### src/rtl/apu_wave_seq.sv
`default_nettype none
// ============================================================================
// Module   : apu_wave_seq
// Brief    : Timer-driven triangle/pulse step sequencer with length counter
//            and linear volume, producing a registered PCM sample.
// Revision : 1.0  initial release
// ============================================================================
module apu_wave_seq #(
  parameter int TIMER_W = 11,
  parameter int OUT_W   = 16,
  parameter int LEN_W   = 8
) (
  input  logic               clk,
  input  logic               rst_l,
  input  logic               tick_en,
  input  logic               half_tick,
  input  logic               period_wr,
  input  logic [TIMER_W-1:0] period,
  input  logic               mode,
  input  logic [1:0]         duty,
  input  logic [3:0]         volume,
  input  logic               enable,
  input  logic               len_load,
  input  logic [LEN_W-1:0]   len_val,
  input  logic               halt,
  output logic [OUT_W-1:0]   sample,
  output logic               active,
  output logic               step
);

  localparam logic [7:0]         C_DUTY0       = 8'b0000_0010;
  localparam logic [7:0]         C_DUTY1       = 8'b0000_0110;
  localparam logic [7:0]         C_DUTY2       = 8'b0001_1110;
  localparam logic [7:0]         C_DUTY3       = 8'b1111_1001;
  localparam logic [TIMER_W-1:0] C_MUTE_PERIOD = TIMER_W'(8);
  localparam logic [TIMER_W-1:0] C_TIMER_ONE   = TIMER_W'(1);
  localparam logic [LEN_W-1:0]   C_LEN_ONE     = LEN_W'(1);

  logic [TIMER_W-1:0] period_q, period_d;
  logic [TIMER_W-1:0] timer_q, timer_d;
  logic [4:0]         seq_q, seq_d;
  logic [LEN_W-1:0]   len_q, len_d;
  logic               mode_q, mode_d;
  logic [OUT_W-1:0]   sample_q, sample_d;
  logic               step_q, step_d;

  logic       step_evt;
  logic       mode_chg;
  logic       len_nz;
  logic       advance;
  logic [7:0] duty_pat;
  logic [3:0] tri_level;
  logic [3:0] pulse_level;
  logic [3:0] level;
  logic [7:0] prod;

  assign len_nz   = (len_q != '0);
  assign step_evt = tick_en && (timer_q == '0);
  assign mode_chg = (mode != mode_q);
  // Triangle stalls while the length counter is empty; pulse keeps running.
  assign advance  = step_evt && !mode_chg && (mode_q || len_nz);

  // Waveform level from the current sequencer position.
  always_comb begin
    duty_pat = C_DUTY0;
    case (duty)
      2'd0:    duty_pat = C_DUTY0;
      2'd1:    duty_pat = C_DUTY1;
      2'd2:    duty_pat = C_DUTY2;
      default: duty_pat = C_DUTY3;
    endcase
    // seq<16 counts down as ~seq[3:0], seq>=16 counts up as seq[3:0].
    tri_level   = seq_q[4] ? seq_q[3:0] : ~seq_q[3:0];
    pulse_level = duty_pat[seq_q[2:0]] ? 4'hF : 4'h0;
    if (!len_nz || (period_q < C_MUTE_PERIOD)) begin
      pulse_level = 4'h0;
    end
    level = mode_q ? pulse_level : tri_level;
    prod  = {4'b0000, level} * {4'b0000, volume};
  end

  always_comb begin
    period_d = period_wr ? period : period_q;

    timer_d = timer_q;
    if (tick_en) begin
      timer_d = (timer_q == '0) ? period_q : (timer_q - C_TIMER_ONE);
    end

    mode_d = mode;
    seq_d  = seq_q;
    if (mode_chg) begin
      seq_d = 5'd0;
    end else if (advance) begin
      seq_d = mode_q ? {2'b00, seq_q[2:0] + 3'd1} : (seq_q + 5'd1);
    end
    step_d = advance;

    len_d = len_q;
    if (!enable) begin
      len_d = '0;
    end else if (len_load) begin
      len_d = len_val;
    end else if (half_tick && !halt && len_nz) begin
      len_d = len_q - C_LEN_ONE;
    end

    // 8-bit product sits below two bits of headroom.
    sample_d              = '0;
    sample_d[OUT_W-3 -: 8] = prod;
  end

  always_ff @(posedge clk or negedge rst_l) begin
    if (!rst_l) begin
      period_q <= '0;
      timer_q  <= '0;
      seq_q    <= 5'd0;
      len_q    <= '0;
      mode_q   <= 1'b0;
      sample_q <= '0;
      step_q   <= 1'b0;
    end else begin
      period_q <= period_d;
      timer_q  <= timer_d;
      seq_q    <= seq_d;
      len_q    <= len_d;
      mode_q   <= mode_d;
      sample_q <= sample_d;
      step_q   <= step_d;
    end
  end

  assign sample = sample_q;
  assign step   = step_q;
  assign active = len_nz;

endmodule
`default_nettype wire

### config.mk
export PLATFORM = sky130hd
export DESIGN_NAME = apu_wave_seq
export DESIGN_NICKNAME = d
export VERILOG_FILES = /design/src/rtl/apu_wave_seq.sv
export SDC_FILE = /design/constraint.sdc
export NUM_CORES = 1
export LEC_CHECK = 0
export ABC_CLOCK_PERIOD_IN_PS = 4600
export BUFFER_PORTS_ARGS = -buffer_cell sky130_fd_sc_hd__buf_2
export CAP_MARGIN = 20
export CORE_ASPECT_RATIO = 0.7
export CORE_MARGIN = 1
export CORE_UTILIZATION = 45
export DETAILED_ROUTE_END_ITERATION = 16
export PLACE_DENSITY = 0.7
export SKIP_LAST_GASP = 1
export SLEW_MARGIN = 20
export SYNTH_ARGS = -nofsm -noshare
export SYNTH_HDL_FRONTEND = slang
export SYNTH_SLANG_ARGS = --single-unit
### constraint.sdc
create_clock -name clk -period 4.6 [get_ports clk]
set_input_delay 0.92 -clock clk [delete_from_list [all_inputs] [get_ports clk]]
set_output_delay 0.92 -clock clk [all_outputs]
set_load 0.02 [all_outputs]
==> results.sh <==
export IMPL_n_fill_cell=517
export IMPL_drcViolationCount=2
export IMPL_post_cts_buffers=0
export IMPL_power_density_nw_per_um2=351
export IMPL_r2r_start="len_q[2]"
export IMPL_max_freq_ghz=0.242
export IMPL_die_y_microns=68.9
export IMPL_dieArea_sq_um=6730
export IMPL_max_slew_margin=0.613
export IMPL_hold_end="period_q[2]"
export IMPL_netlist_area_sq_um=2880
export IMPL_dr_pass1_iters=10
export IMPL_core_sq_um=5960
export IMPL_worstPathRequired_ps=4830
export IMPL_area_growth_pct=12.2
export IMPL_first_global_vias=2125
export IMPL_min_delay_path_depth=1
export IMPL_ys_ff_latch=45
export IMPL_wirelength_microns=5880
export IMPL_crit_path_start_kind="input pin"
export IMPL_antenna_left=0
export IMPL_place_ws_ps=164
export IMPL_skew_ps=3.25
export IMPL_arrival_ps=4360
export IMPL_cp_max_fo=4
export IMPL_whs_ps=523
export IMPL_r2r_setup_slack_ps=480
export IMPL_worst_pin_slew_ps=580
export IMPL_rows=23
export IMPL_grt_remaining_overflow=0
export IMPL_grt_max_degree=46
export IMPL_rsz0062_at_grt="false"
export IMPL_cts_reportedPaths_clkPinSlew_ps=90
export IMPL_path_cells="buf_2 > ha_1 > a211o_1 > and3_1 > a21oi_1 > nand2b_1 > fa_1 > fa_1 > inv_1 > ha_1 > a21o_1 > a21oi_1 > o21bai_1 > a21oi_1 > xnor2_1"
export IMPL_p_leak_uw=0.00159
export IMPL_crit_type="in -> reg"
export IMPL_drtIter0Drc=102
export IMPL_r2r_cells=14
export IMPL_ys_flop_type="dfrtp_1"
export IMPL_clockBufferDepth=2
export IMPL_diodes=0
export IMPL_violations="design-rule violations"
export IMPL_hold_path_startpoint="period_q[2]"
export IMPL_dpl_hpwl_microns=4480
export IMPL_grtUsageTotal=0.192
export IMPL_vias=2239
export IMPL_min_period_over_period=0.898
export IMPL_placed_area_sq_um=3090
export IMPL_grt_pass1_wl_microns=10100
export IMPL_slew_viol_final=0
export IMPL_cts_buffers=5
export IMPL_gp_congestion=0.810
export IMPL_reg2reg_to="sample[13]"
export IMPL_post_route_min_period_ps=4130
export IMPL_yosysWarnings=0
export IMPL_critPathCaptureType="register"
export IMPL_clock_sinks=45
export IMPL_ys_seq_area_frac=0.391
export IMPL_cts_root_buf="clkbuf_8"
export IMPL_post_cts_resized=0
export IMPL_ys_types=52
export IMPL_crit_top_cell="a21oi_1"
export IMPL_setup_violations=0
export IMPL_max_stage_delay_ps=600
export IMPL_wl_per_cell_microns=14.1
export IMPL_worst_slack_ps=468
export IMPL_ioPinCount=52
export IMPL_final_cell_area_sq_um=3230
export IMPL_hold_buffers=0
export IMPL_hp_class="reg -> reg"
export IMPL_max_cap_violations=0
export IMPL_cts_tree="built"
export IMPL_die_w_microns=97.6
export IMPL_status="finished with violations"
export IMPL_setup_tns_ps=0
export IMPL_slowest_stage="fa_1"
export IMPL_io_buffers=43
export IMPL_cts_max_level=2
export IMPL_avgViaCountPerCell=5.36
export IMPL_nNetsFinal=398
export IMPL_peakVddDrop_mv=0.169
export IMPL_async_flop_share=1.00
export IMPL_hold_viol_final=0
export IMPL_clkLatencyLatePin_ps=300
export IMPL_postSynthAreaPerCell_sq_um=9.51
export IMPL_postSynthCellCount=303
export IMPL_drive_gt1_frac=0.210
export IMPL_initial_core_util=0.484
export IMPL_antenna_found_initial=0
export IMPL_synth_edf_count=0
cell usage in the layout, fill, tap and decap left out, types with 2 or more instances in the layout:
cell type,count
or4_1,2
nand2_1,15
mux2i_1,2
o31ai_1,3
clkbuf_8,5
xor2_1,6
a21oi_1,20
o21ai_0,21
nor4_1,7
or4_4,2
fa_1,4
mux2_2,11
conb_1,8
nand4_1,3
nand2b_1,10
a21o_1,2
buf_2,42
a31oi_1,4
ha_1,18
bufinv_16,2
xnor2_1,8
a21boi_0,2
o21ai_1,2
buf_4,4
nor2b_1,13
dfrtp_1,45
nor2_1,16
nor3_1,7
nand4b_1,2
inv_1,24
o211a_1,2
nand3_1,6
and3_1,3
a311oi_1,2
nand3b_1,2
worst max-delay path by stage:
stage | start | to | slack, ps | depth (start not counted)
after floorplan | duty[0] | sample[13] | 460 | 14
after global placement | duty[0] | sample[13] | 290 | 15
after detailed placement | duty[0] | sample[13] | 160 | 15
after CTS | len_q[2] | sample[13] | 470 | 14
after global routing | len_q[2] | sample[13] | 170 | 14
final | duty[0] | sample[13] | 470 | 15
power breakdown:
group / switching (uW) / internal, uW / leakage, uW
registers: 56.3 / 450 / 0.000554
logic: 154 / 115 / 0.000972
clock network: 143 / 216 / 0.0000681
total: 354 / 781 / 0.00159
final cells by class:
type,count,area (sq um),area share
Inverter,24,90.1,0.0279
Timing Repair Buffer,46,240,0.0744
Clock buffer,5,68.8,0.0213
Tap cell,75,93.8,0.0290
Clock inverter,3,65.1,0.0201
Sequential cell,45,1130,0.349
Multi-Input combinational cell,220,1550,0.479
sequential cells by signal, summed over array words and instances, names as in the netlist:
signal	flops
len_q	8
mode_q	1
period_q	11
sample	8
seq_q	5
step	1
timer_q	11
through the flow:
stage          cells  total power [uW]  utilization
2_1_floorplan    310               703            -
3_3_place_gp     410               772        0.519
3_5_place_dp     410               785        0.519
4_1_cts          418              1140        0.542
5_1_grt          418              1200        0.542
6_report         418              1140        0.542
kinds of logic after synthesis:
group,Yosys count,synth area share
simple gates,97,0.191
compound gates,66,0.137
flops,45,0.391
buf+inv,45,0.0812
fa+ha+maj,22,0.106
xor+xnor,14,0.0426
mux,13,0.0500
other cells,1,0.00130
critical path: cells and delay by family:
family | cells | cell delay [ps]
AO/OA/AOI/OAI | 6 | 1210
adder cells (fa/ha/maj) | 4 | 1540
AND/OR/NAND/NOR | 2 | 390
XOR/XNOR | 1 | 130
buffers and inverters | 2 | 160
cell usage after synthesis (8+ instances only):
library cell,n,area share
a21oi_1,20,0.035
mux2_2,11,0.043
o21ai_0,21,0.036
ha_1,18,0.078
nand2_1,15,0.020
nand2b_1,10,0.022
nor2b_1,13,0.028
inv_1,24,0.031
dfrtp_1,45,0.39
xnor2_1,8,0.024
buf_4,9,0.023
nor2_1,16,0.021
layer usage:
layer,wire length (microns),global-route usage,vias up
met4,60,0.0473,0
met3,239,0.0393,7
met2,2580,0.308,49
met1,3000,0.268,1063
li1,-,-,1120
met5,0,0,-
Note: power is estimated with default switching activity, not from simulation.
